File: src/rtl/shift_sequencer.sv
// Multi-cycle shift/rotate controller: applies up to STEP_MAX positions per cycle
// until the requested amount is consumed, then holds the result until taken.
module shift_sequencer #(
  parameter int WIDTH    = 20,
  parameter int AMT_W    = 6,
  parameter int STEP_MAX = 15
) (
  input  logic             clk,
  input  logic             rst_n,
  input  logic             in_valid,
  output logic             in_ready,
  input  logic [WIDTH-1:0] in_data,
  input  logic [AMT_W-1:0] in_amt,
  input  logic [1:0]       in_op,
  output logic             out_valid,
  input  logic             out_ready,
  output logic [WIDTH-1:0] out_data,
  output logic             busy
);

  localparam logic [1:0] OP_SLL = 2'b00;
  localparam logic [1:0] OP_SRL = 2'b01;
  localparam logic [1:0] OP_SRA = 2'b10;
  localparam logic [1:0] OP_ROL = 2'b11;

  localparam logic [AMT_W-1:0] STEP_LIM = AMT_W'(STEP_MAX);
  localparam logic [AMT_W-1:0] WIDTH_AMT = AMT_W'(WIDTH);

  typedef enum logic [1:0] {
    S_IDLE,
    S_SHIFT,
    S_DONE
  } state_t;

  state_t           state_q;
  logic [WIDTH-1:0] acc_q;
  logic [AMT_W-1:0] rem_q;
  logic [1:0]       op_q;
  logic             in_ready_q;
  logic             out_valid_q;
  logic             busy_q;
  logic [WIDTH-1:0] out_data_q;

  logic [AMT_W-1:0] step_d;
  logic [AMT_W-1:0] rem_d;
  logic [AMT_W-1:0] rem_init_d;
  logic [WIDTH-1:0] acc_d;

  // Linear shifts saturate at WIDTH (the fill fully replaces the operand);
  // rotates keep the raw amount and simply wrap around.
  always_comb begin
    rem_init_d = in_amt;
    if (in_op != OP_ROL && in_amt > WIDTH_AMT) begin
      rem_init_d = WIDTH_AMT;
    end
  end

  always_comb begin
    step_d = (rem_q > STEP_LIM) ? STEP_LIM : rem_q;
    rem_d  = rem_q - step_d;
    acc_d  = acc_q;
    case (op_q)
      OP_SLL:  acc_d = acc_q << step_d;
      OP_SRL:  acc_d = acc_q >> step_d;
      OP_SRA:  acc_d = $signed(acc_q) >>> step_d;
      OP_ROL:  acc_d = (acc_q << step_d) | (acc_q >> (WIDTH_AMT - step_d));
      default: acc_d = acc_q;
    endcase
  end

  always_ff @(posedge clk or negedge rst_n) begin
    if (!rst_n) begin
      state_q     <= S_IDLE;
      acc_q       <= '0;
      rem_q       <= '0;
      op_q        <= OP_SLL;
      in_ready_q  <= 1'b1;
      out_valid_q <= 1'b0;
      busy_q      <= 1'b0;
      out_data_q  <= '0;
    end else begin
      case (state_q)
        S_IDLE: begin
          if (in_valid) begin
            acc_q      <= in_data;
            op_q       <= in_op;
            rem_q      <= rem_init_d;
            in_ready_q <= 1'b0;
            busy_q     <= 1'b1;
            if (rem_init_d == '0) begin
              state_q     <= S_DONE;
              out_valid_q <= 1'b1;
              out_data_q  <= in_data;
            end else begin
              state_q <= S_SHIFT;
            end
          end
        end
        S_SHIFT: begin
          acc_q <= acc_d;
          rem_q <= rem_d;
          if (rem_d == '0) begin
            state_q     <= S_DONE;
            out_valid_q <= 1'b1;
            out_data_q  <= acc_d;
          end
        end
        S_DONE: begin
          // The handoff cycle only returns to IDLE; a new accept waits a cycle.
          if (out_ready) begin
            state_q     <= S_IDLE;
            out_valid_q <= 1'b0;
            in_ready_q  <= 1'b1;
            busy_q      <= 1'b0;
          end
        end
        default: begin
          state_q     <= S_IDLE;
          in_ready_q  <= 1'b1;
          out_valid_q <= 1'b0;
          busy_q      <= 1'b0;
        end
      endcase
    end
  end

  assign in_ready  = in_ready_q;
  assign out_valid = out_valid_q;
  assign busy      = busy_q;
  assign out_data  = out_data_q;

endmodule

File: config.mk
export PLATFORM = sky130hd
export DESIGN_NAME = shift_sequencer
export DESIGN_NICKNAME = d
export VERILOG_FILES = /design/src/rtl/shift_sequencer.sv
export SDC_FILE = /design/constraint.sdc
export NUM_CORES = 1
export LEC_CHECK = 0
export CAP_MARGIN = 15
export CORE_MARGIN = 5
export CORE_UTILIZATION = 30
export CTS_CLUSTER_SIZE = 28
export DETAILED_ROUTE_END_ITERATION = 16
export PLACE_DENSITY = 0.47
export RECOVER_POWER = 25
export SYNTH_ARGS = -nofsm -noshare
export SYNTH_HDL_FRONTEND = slang
export SYNTH_SLANG_ARGS = --single-unit
File: constraint.sdc
create_clock -name clk -period 3.6 [get_ports clk]
set_clock_uncertainty 0.1 [all_clocks]
set_input_delay 0.54 -clock clk [delete_from_list [all_inputs] [get_ports clk]]
set_output_delay 0.54 -clock clk [all_outputs]
set_load 0.1 [all_outputs]
======== Word-level counts from Yosys, hierarchy flattened ========
Index checks and enable logic that the tools add are counted.
word-level totals
  register bits ........................... 53
  bits of input ports ..................... 32
  output and inout bits ................... 23
  logic and storage cells ................. 66
operators by class
  $add $sub $neg .......................... 2
  order comparisons ....................... 2
  eq/ne operators ......................... 10
  shifts and indexed selects .............. 4
  mux-type cells .......................... 26
  bitwise logic cells ..................... 2
  reduce and logical (&&, ||, !) cells .... 12
operators with widths
  operator                                             count
  2-to-1 mux 20 bit                                    4
  one-hot mux 20 bit (2 select lines)                  2
  one-hot mux 20 bit (4 select lines)                  1
  >> shifter 20 x 6 -> 20 bit                          2
  bitwise OR 20 bit                                    1
  << shifter 20 x 6 -> 20 bit                          1
  >>> shifter 20 x 6 -> 20 bit                         1
  2-to-1 mux 6 bit                                     3
  zero test 6 bit                                      2
  one-hot mux 6 bit (2 select lines)                   1
  inequality test 2 bit (second input constant)        5
  one-hot mux 1 bit (3 select lines)                   3
  2-to-1 mux 2 bit                                     4
  AND reduction 4 bit                                  2
  2-to-1 mux 1 bit                                     7
  == test 2 bit (second input constant)                3
  > comparator 6 x 4 -> 1 bit (second input constant)  1
  > comparator 6 x 5 -> 1 bit (second input constant)  1
  one-hot mux 2 bit (3 select lines)                   1
  AND reduction 3 bit                                  2
  subtractor 5 x 6 -> 6 bit (first input constant)     1
  subtractor 6 bit                                     1
  == test 2 x 1 -> 1 bit (second input constant)       2
  zero test 2 bit                                      2
  other kinds (4)                                      5

======== Longest topological paths before layout ========
Gate-level depths: netlist of run 1.
  word-level depth ........................ 8
  gate-level depth with buffers ........... 11
  gate-level depth less buffers ........... 8

======== Worst setup path after synthesis of run 1 ========
OpenSTA, ideal clock, no wires.
  path type ............................... flip-flop to flip-flop
  start point ............................. register rem_q[4]
  end point ............................... register out_data_q[10] (netlist: out_data[10])
  library setup time ...................... 95 ps
  data arrival time ....................... 2303 ps
  required time ........................... 3405 ps
  path slack .............................. 1102 ps
  cell stages (with the launch flop) ...... 11
  buffers on the path ..................... 4
  period minus slack after synthesis ...... 2498 ps
  cells stage by stage .................... dfrtp_1 > buf_2 > or2_1 > clkbuf_1 > buf_2 > nand2_1 > ha_1 > a31oi_1 > or3_1 > clkbuf_1 > o31ai_1
on the way
  longest elaborated chain between the ends .. 8
  elaborated cells between the ends (all ways) .. 15
  those cells by class .................... 2 x add/sub; 1 x order compare; 1 x eq/ne; 4 x shift; 4 x mux; 1 x bitwise; 2 x reduce/logical
ends and longest elaborated chain
  what                                 RTL line  source
  start: declaration                   37        logic [AMT_W-1:0] rem_q;
  start signal: assignment             87        rem_q <= rem_init_d;
  start signal: assignment             101       rem_q <= rem_d;
  > comparator 6 x 4 -> 1 bit          59        step_d = (rem_q > STEP_LIM) ? STEP_LIM : rem_q;
  2-to-1 mux 6 bit                     59
  subtractor 5 x 6 -> 6 bit            66        OP_ROL: acc_d = (acc_q << step_d) | (acc_q >> (WIDTH_AMT - step_d));
  >> shifter 20 x 6 -> 20 bit          66
  bitwise OR 20 bit                    66
  one-hot mux 20 bit (4 select lines)  62        case (op_q)
  2-to-1 mux 20 bit                    102       if (rem_d == '0) begin
  one-hot mux 20 bit (2 select lines)  82        case (state_q)
  end signal: assignment               93        out_data_q <= in_data;
  end: declaration                     42        logic [WIDTH-1:0] out_data_q;
Parallel ways exist; a longest one is shown, timed or not. The select of a mux whose other input is x is not followed.
A chain may end at the register's enable or synchronous reset.

======== Worst setup path after layout of run 1 ========
  start point ............................. register rem_q[1]
  end point ............................... register out_data_q[1] (netlist: out_data[1])
The elaborated chain is that of the path after synthesis.

==> flow_summary.json, run 1 <==
{
  "status": "finished clean",
  "n_antenna_cell": 0,
  "io_buffers": 54,
  "synthArstFlopShare": 1.00,
  "finalCritPeriodShare": 0.929,
  "r2r_start": "rem_q[1]",
  "synth_edf_count": 0,
  "ys.warnings.count": 0,
  "synth-main-ff-cell": "dfrtp_1",
  "synth_top_area_share": 0.228,
  "critPathCaptureType": "flip-flop",
  "die_x_um": 148,
  "core_area_sq_um": 18700,
  "max_freq_mhz": 299,
  "globalplace.congestion": 1.08,
  "setup_viol": 0,
  "min_path_type": "primary input to asynchronous set/reset pin",
  "synth-seq-cells": 53,
  "worstSetupStartpoint": "rem_q[1]",
  "ant_nets": 0,
  "drive_above_1_share": 0.119,
  "synth_largest_area_cell": "dfrtp_1",
  "rrSetupSlack_ns": 0.25,
  "drv_cap": 0,
  "critPathMostFrequentCell": "buf_4",
  "cts-hold-fix-buffers": 0,
  "grt_pass1_wl_um": 44800,
  "synth_area_leaders": "dfrtp_1 23%, o21ai_0 5.1%, a21oi_1 5.0%",
  "cp_slowest_cell": "a2111oi_0",
  "max-slew-margin-rel": 0.322,
  "max_stage_delay_ns": 0.64,
  "clock_latency_ns": 0.31,
  "fillers": 1970,
  "routed_wirelength_um": 30300,
  "first_global_vias": 6571,
  "startpoint_type": "flip-flop",
  "syn-cell-area_sq_um": 5700,
  "cts_sinks": 53,
  "arrival_ns": 3.46,
  "layout_common_cells": "76 x nand2_1, 76 x nor2_1, 63 x buf_4",
  "cts-buffers-inserted": 5,
  "finalSetupTns_ns": 0,
  "num_vias": 7099,
  "worst_r2r_path_depth": 9,
  "clockRootBuffer": "clkbuf_16",
  "ys_seq_area_frac": 0.233,
  "rsz0062_at_grt": "false",
  "multi_input_area_sq_um": 3930,
  "max-clock-path-buffers": 2,
  "ioPinCount": 55,
  "final_nets": 856,
  "track_usage": 0.269,
  "grt_max_degree": 39,
  "drtIter0Drc": 1332,
  "grt_overflow": 0,
  "synthDistinctLibCells": 74,
  "grt_antenna_before_repair": 1,
  "drc": 0,
  "crit_end": "out_data[1]",
  "dr.pass1.iters": 6,
  "syn_avg_cell_area_sq_um": 7.22,
  "syn-num-nets": 823,
  "crit_chain": "buf_4 > or3_1 > and3_1 > o211a_1 > a211oi_1 > a2111oi_0 > nor3_1 > buf_4 > o31ai_1",
  "synthToLayoutAreaGrowth_pct": 18.5,
  "period_needed_ns": 3.35,
  "cts_tree": "built",
  "die_area_sq_um": 21900,
  "initial_utilization": 0.305,
  "regArea_sq_um": 1330,
  "clkTransAtPathRegs_ns": 0.07,
  "critical_path_class": "flip-flop to flip-flop",
  "dp_hpwl_um": 23000,
  "finalHoldViolations": 0,
  "worst_pin_slew_ns": 1.02,
  "rows": 50,
  "required_ns": 3.72,
  "post_drt_wl_per_cell_um": 28.6,
  "cts_max_level": 2,
  "synthCells": 790,
  "slew_violations": 0,
  "cp_max_fo": 19,
  "via_per_inst": 6.71,
  "die_h_um": 148,
  "r2r_end": "out_data[1]"
}
-- registers in the layout, summed over array words and instances (netlist names) --
signal,flops
acc_q,20
rem_q,6
state_q,2
op_q,2
busy,1
in_ready,1
out_data,20
out_valid,1
-- cells in the mapped netlist (20+ instances only) --
cell and n:
a211oi_1 24, a21oi_1 57, a31oi_1 20, buf_2 32, clkbuf_1 53, dfrtp_1 52, mux2i_1 20, nand2_1 76
nor2_1 76, nor3_1 26, o21ai_0 58, o22ai_1 39
-- final cells by class --
type,instances,share of cell area
Multi-Input combinational cell,635,0.581
Clock buffer,6,0.0191
Tap cell,234,0.0433
Timing Repair Buffer,119,0.153
Sequential cell,53,0.197
Clock inverter,2,0.00204
Inverter,9,0.00500
-- cell families after synthesis --
kind of cell,synth area share
muxes,0.0647
buffers and inverters,0.0787
DFF,0.233
AOI/OAI and AO/OA,0.381
xor gates and xnor gates,0.00614
and+or+nand+nor,0.234
adders and majority gates,0.00219
-- worst min path at each step --
| stage | startpoint | endpoint | slack, ns |
|---|---|---|---|
| finish | rst_n | out_data[15] | 0.23 |
| global route | rst_n | out_data[15] | 0.31 |
| CTS | rst_n | out_data[15] | 0.04 |
| detailed placement | out_data[18] | out_data[18] | 0.37 |
| global placement | out_data[17] | out_data[17] | 0.36 |
| floorplan | rst_n | acc_q[0] | 0.14 |
-- through the flow --
stage                     setup WS (ns)  cells  utilization  instance area [sq um]  hold slack (ns)
final                             0.255   1058        0.361                   6760            0.229
after global routing              0.155   1058        0.361                   6760            0.312
after CTS                         0.180   1058        0.362                   6760           0.0428
after detailed placement          0.227   1050        0.354                   6620            0.374
after global placement            0.171   1050        0.354                   6620            0.362
after floorplan                    1.10    790            -                   5700            0.144
-- per-layer routing --
layer	part of all wire	GRT usage	vias to the layer above
li1	-	-	3073
met1	0.42	0.392	3372
met2	0.41	0.384	542
met3	0.11	0.0503	110
met4	0.054	0.121	2
met5	0.00043	0	-
-- timing repair --
action	CTS	global route
buffers inserted	0	0
hold endpoints to repair	0	0
endpoints found under the setup margin	0	2
resized for setup	0	1
-- critical path: cells and delay by family, from the launching register on --
family | cells | cell delay (ns)
buffers and inverters | 2 | 0.51
DFF | 1 | 0.52
and+or+nand+nor | 3 | 0.90
AOI/OAI and AO/OA | 4 | 1.20
Power of run 1 is not shown: default switching activity piles up to over one toggle a cycle in this logic, so the estimate is an artifact.
==> run 2, diff against run 1 <==
--- a/config.mk
+++ b/config.mk
@@ -10,7 +10,8 @@
 export CORE_UTILIZATION = 30
 export CTS_CLUSTER_SIZE = 28
 export DETAILED_ROUTE_END_ITERATION = 16
-export PLACE_DENSITY = 0.47
+export DONT_BUFFER_PORTS = 1
+export PLACE_DENSITY = 0.44
 export RECOVER_POWER = 25
 export SYNTH_ARGS = -nofsm -noshare
 export SYNTH_HDL_FRONTEND = slang
==> run 2 against run 1 <==
Die area unchanged. Worst hold slack got worse by 0.0042 ns. Cell area is 5.2% lower. First-iteration DRC count decreased by 19%. Clock-buffer cell count fell by 1. Worst setup slack got worse by 0.12 ns. Flip-flop and latch count is the same. Utilization decreased by 1.9 points. Global-route usage up 1.6 points. Sequential share of layout area grew 1.1 points. Critical path depth stayed put. Fmax decreased by 3.5%.
==> flow_summary.json, run 2 (synthesized netlist as in run 1, its figures left out) <==
{
  "status": "finished clean",
  "n_antenna_cell": 0,
  "initial_utilization": 0.305,
  "place_ws_ns": 0.161,
  "fillers": 2037,
  "r2r_end": "acc_q[0]",
  "first_global_vias": 6504,
  "max-clock-path-buffers": 2,
  "max_freq_mhz": 289,
  "drive_above_1_share": 0.146,
  "regArea_sq_um": 1330,
  "clockRootBuffer": "clkbuf_16",
  "max-slew-margin-rel": 0.0497,
  "synthToLayoutAreaGrowth_pct": 12.4,
  "final_nets": 818,
  "worst_r2r_path_depth": 9,
  "critical_path_class": "flip-flop to flip-flop",
  "arrival_ns": 3.52,
  "grt_pass1_wl_um": 46500,
  "num_vias": 6972,
  "required_ns": 3.65,
  "critPathCaptureType": "flip-flop",
  "crit_end": "acc_q[0]",
  "post_cts_buffers": 0,
  "core_area_sq_um": 18700,
  "drc": 0,
  "r2r_start": "rem_q[4]",
  "finalHoldViolations": 0,
  "grt_max_degree": 54,
  "dr.pass1.iters": 6,
  "layout_common_cells": "76 x nand2_1, 76 x nor2_1, 74 x buf_4",
  "cp_max_fo": 18,
  "via_per_inst": 6.84,
  "dp_hpwl_um": 24200,
  "rsz0062_at_grt": "false",
  "post_drt_wl_per_cell_um": 31.4,
  "die_h_um": 148,
  "die_area_sq_um": 21900,
  "drtIter0Drc": 1076,
  "ioPinCount": 55,
  "finalSetupTns_ns": 0,
  "clock_latency_ns": 0.32,
  "worst_pin_slew_ns": 1.43,
  "globalplace.congestion": 0.976,
  "grt_antenna_before_repair": 1,
  "finalWorstSetupSlack_ns": 0.135,
  "cp_slowest_cell": "or4_1",
  "worstSetupStartpoint": "rem_q[4]",
  "cts_max_level": 2,
  "period_needed_ns": 3.47,
  "multi_input_area_sq_um": 3930,
  "track_usage": 0.285,
  "startpoint_type": "flip-flop",
  "finalCritPeriodShare": 0.963,
  "cts-buffers-inserted": 5,
  "routed_wirelength_um": 32000,
  "rows": 50,
  "grt_overflow": 0,
  "drv_cap": 0,
  "rrSetupSlack_ns": 0.13,
  "clkTransAtPathRegs_ns": 0.08,
  "crit_chain": "buf_12 > or4_1 > o22ai_1 > a21oi_2 > a21oi_1 > nor4b_1 > buf_4 > o221ai_1 > a22oi_1",
  "critical_path_cell_count": 9,
  "critPathTopFamily": "compound AO/OA/AOI/OAI gates",
  "slew_violations": 0,
  "io_buffers": 0,
  "min_path_type": "primary input to flip-flop",
  "worstPathBufferInverterCount": 2,
  "cts_sinks": 53,
  "cts_tree": "built",
  "ant_nets": 0,
  "max_stage_delay_ns": 0.77,
  "setup_viol": 0,
  "die_x_um": 148,
  "final_util": 0.343
}
[run 2: changes by cell type in the layout (fill, tap and decap cells not counted)]
cell | previous run | this run
clkdlybuf4s50_1 | 53 | 0
dlygate4sd3_1 | 0 | 1
clkinvlp_4 | 0 | 1
buf_12 | 1 | 5
buf_4 | 63 | 74
clkinv_4 | 0 | 1
a21oi_2 | 0 | 1
a2111oi_0 | 6 | 7
clkbuf_1 | 2 | 0
a2111oi_1 | 1 | 0
a21oi_1 | 57 | 56
clkinv_2 | 1 | 0
[run 2: cell type report]
cell class / instances / share of cell area
sequential: 53 / 0.207
clock buffer: 5 / 0.0195
inverter: 9 / 0.00527
multi-input combinational: 635 / 0.614
timing repair buffer: 81 / 0.105
tap: 234 / 0.0457
clock inverter: 3 / 0.00390
[run 2: routing by layer]
layer	routed length, um	up-vias	part of all wire	GRT usage
met5	13	-	0.00041	0
met4	1090	2	0.034	0.0887
met3	3250	68	0.10	0.0579
met2	13600	475	0.42	0.425
met1	14100	3430	0.44	0.415
li1	-	2997	-	-
[run 2: worst min path at each step]
| stage | startpoint | endpoint | depth (start not counted) |
|---|---|---|---|
| after floorplan | rst_n | acc_q[0] | 0 |
| after global placement | rst_n | busy | 0 |
| after detailed placement | rst_n | busy | 0 |
| after CTS | out_ready | state_q[1] | 1 |
| after global routing | out_ready | state_q[1] | 1 |
| final | out_ready | state_q[1] | 1 |
[run 2: worst reg2reg max path, stage by stage, from the launching register on]
cell	delay, ns
dfrtp_1	0.60
buf_12	0.27
or4_1	0.77
o22ai_1	0.40
a21oi_2	0.16
a21oi_1	0.20
nor4b_1	0.08
buf_4	0.16
o221ai_1	0.46
a22oi_1	0.13
[run 2: repair_timing]
action / 4_1_cts / 5_1_grt
endpoints found under the hold margin: 53 / 0
gates resized for setup: 0 / 1
hold buffers: 2 / 0
setup endpoints to repair: 0 / 2
[run 2: stage by stage]
stage | hold slack (ns) | area, sq um | instances
floorplan | 0.144 | 5700 | 790
global placement | 0.146 | 6240 | 1010
detailed placement | 0.146 | 6240 | 1010
CTS | 0.219 | 6430 | 1020
global route | 0.235 | 6410 | 1020
finish | 0.224 | 6410 | 1020
Power of run 2 is left out for the same reason.
==> run 3, diff against run 2 <==
--- a/config.mk
+++ b/config.mk
@@ -13,6 +13,7 @@
 export DONT_BUFFER_PORTS = 1
 export PLACE_DENSITY = 0.44
 export RECOVER_POWER = 25
+export SLEW_MARGIN = 0
 export SYNTH_ARGS = -nofsm -noshare
 export SYNTH_HDL_FRONTEND = slang
 export SYNTH_SLANG_ARGS = --single-unit
==> results of run 3 <==
The final DEF is identical to that of run 2; final timing and power are the same.
Power of run 3 is left out for the same reason.
==> RTL change, RTL diff (flow settings as in run 2) <==
The 3 states of `state_t` get a one-hot encoding in 3 bits.
--- a/src/rtl/shift_sequencer.sv
+++ b/src/rtl/shift_sequencer.sv
@@ -26,10 +26,10 @@
   localparam logic [AMT_W-1:0] STEP_LIM = AMT_W'(STEP_MAX);
   localparam logic [AMT_W-1:0] WIDTH_AMT = AMT_W'(WIDTH);
 
-  typedef enum logic [1:0] {
-    S_IDLE,
-    S_SHIFT,
-    S_DONE
+  typedef enum logic [2:0] {
+    S_IDLE  = 3'b001,
+    S_SHIFT = 3'b010,
+    S_DONE  = 3'b100
   } state_t;
 
   state_t           state_q;
Function: no difference found for any inputs over 4 cycles, from zero or initial values and one cycle with rst_n low; so few cycles prove little.
==> RTL change against run 2 <==
- setup slack gained 0.039 ns
- final area grew 0.35%
- critical path depth did not move
- largest cell class unchanged
- area after synthesis is 1.3% higher
- critical endpoint is now out_data[17]
- non-clock buffer count decreased by 12
- wire length is 3.0% higher
- sequential cell count rose by 1
- highest routed layer is now met4
Power is left out: the tool's default activity adds up to more than one toggle a clock period on the data nets, which glitch-free logic cannot reach.
==> RTL change: results (changes against run 2) <==
[drt]
dr.pass1.iters=6  ; unchanged
drt-total-wl_mm=33.0  ; was 32.0 mm
drt_iter0_markers=883  ; was 1076
vias_per_cell=6.58  ; was 6.84

[grt]
use_met1_pct=42.9  ; was 41.5%
first_global_vias=6540  ; was 6504
met3_usage_pct=4.22  ; was 5.79%
grt_max_degree=55  ; was 54
grt_usage_pct=29.2  ; was 28.5%
antenna_found_initial=0  ; was 1
grt_pass1_wl_mm=47.9  ; was 46.5 mm
use_met2_pct=43.3  ; was 42.5%

[place]
hpwlAfterDp_mm=25.3  ; was 24.2 mm
gp_congestion=1.03  ; was 0.976
io_buffers=0  ; unchanged

[yosys]
ys_types=77  ; was 74
syn_nets=858  ; was 823
synth_ff_type=dfrtp_1  ; unchanged
ys_seq_area_share_pct=23.4  ; was 23.3%
synth_area_leaders=dfrtp_1 (23%), nand2_1 (7.4%), nor2_1 (5.9%), a21oi_1 (4.6%), o21ai_0 (4.4%)  ; was dfrtp_1 (23%), o21ai_0 (5.1%), a21oi_1 (5.0%), nand2_1 (5.0%), nor2_1 (5.0%)
async_reset_ff_share_pct=100  ; unchanged
synthTopCellsByCount=nand2_1 (114), nor2_1 (91), clkbuf_1 (67), a21oi_1 (53), dfrtp_1 (52)  ; was nand2_1 (76), nor2_1 (76), o21ai_0 (58), a21oi_1 (57), clkbuf_1 (53)

[clock_tree]
htreeDepth=2  ; unchanged
cts_resized=0  ; unchanged
cts_buffer_depth=2  ; unchanged
clock_latency_ns=0.31
clock-root-buffer=clkbuf_16  ; unchanged
clkTransAtPathRegs_ns=0.08  ; about the same
cts_buffers=5  ; unchanged

[worst_setup_path]
worstPathArrival_ns=3.50  ; was 3.52 ns
cpMaxStageDelayCell=or4b_1  ; was or4_1
ff2ff_setup_slack_ns=0.17  ; was 0.13 ns
cp_max_fo=36  ; was 18
cp_slowest_stage_delay_ns=0.72  ; was 0.77 ns
rr_startpoint=rem_q[1]  ; was rem_q[4]
critPathTopFamily=simple AND/OR/NAND/NOR gates  ; was compound AO/OA/AOI/OAI gates

[hold_path]
hold_path_depth=2  ; was 1
holdCritStartpoint=in_op[1]  ; was out_ready
hold_class=in -> reg  ; unchanged

[cells_and_area]
drive_gt1_share_pct=13.0  ; was 14.6%
nets=842  ; was 818

[timing]
slew_viol_final=0  ; unchanged
slew_headroom_pct=2.98  ; was 4.97%

[status]
status=complete, no violations  ; unchanged

-- RTL change: cell count changes in the layout (fill, tap and decap cells not counted), sizes merged, moves of 6 or more --
cell and change:
a22oi +6, buf -12, nand4 +7, a211oi -12, nor2 +15, o221ai -6
nand2 +38, nand2b -11
-- RTL change: path summary, 6_finish.rpt --
| path | endpoint |
|---|---|
| max | out_data[17] |
| min | op_q[1] |
| max reg2reg | out_data[17] |
| min reg2reg | state_q[0] |
| max in group asynchronous | rem_q[0] |
| min in group asynchronous | acc_q[1] |
-- RTL change: stage by stage --
step | cells | hold slack (ns) | setup slack [ns] | util [%] | cell area [sq um]
final | 1070 | 0.235 | 0.174 | 34.2 | 6430
after global routing | 1070 | 0.231 | 0.0571 | 34.2 | 6430
after CTS | 1070 | 0.227 | 0.217 | 34.3 | 6450
after detailed placement | 1060 | 0.146 | 0.216 | 33.3 | 6270
after global placement | 1060 | 0.146 | 0.274 | 33.3 | 6270
after floorplan | 825 | 0.144 | 0.869 | - | 5780
-- RTL change: kinds of logic after synthesis --
logic type	synth area share, %
fa+ha+maj	0.217
simple gates	26.1
buf+inv	7.17
compound gates	35.4
mux	7.28
xor+xnor	0.455
flops	23.4
-- RTL change: area by class of cell --
type | count | area (sq um)
multi-input combinational | 672 | 4030
fill | 2087 | 12400
clock buffer | 6 | 129
inverter | 7 | 26.3
sequential | 54 | 1360
tap | 260 | 325
clock inverter | 2 | 16.3
timing repair buffer | 69 | 556
-- RTL change: timing repair --
item,CTS,global route
hold buffers,2,0
hold endpoints to repair,54,0
buffers inserted,0,0
setup endpoints to repair,0,0
-- RTL change: routing by layer --
metal  up-vias  wire [um]
li1       3065          -
met5         -          0
met1      3484      14700
met3        72       2870
met2       422      13900
met4         0       1520
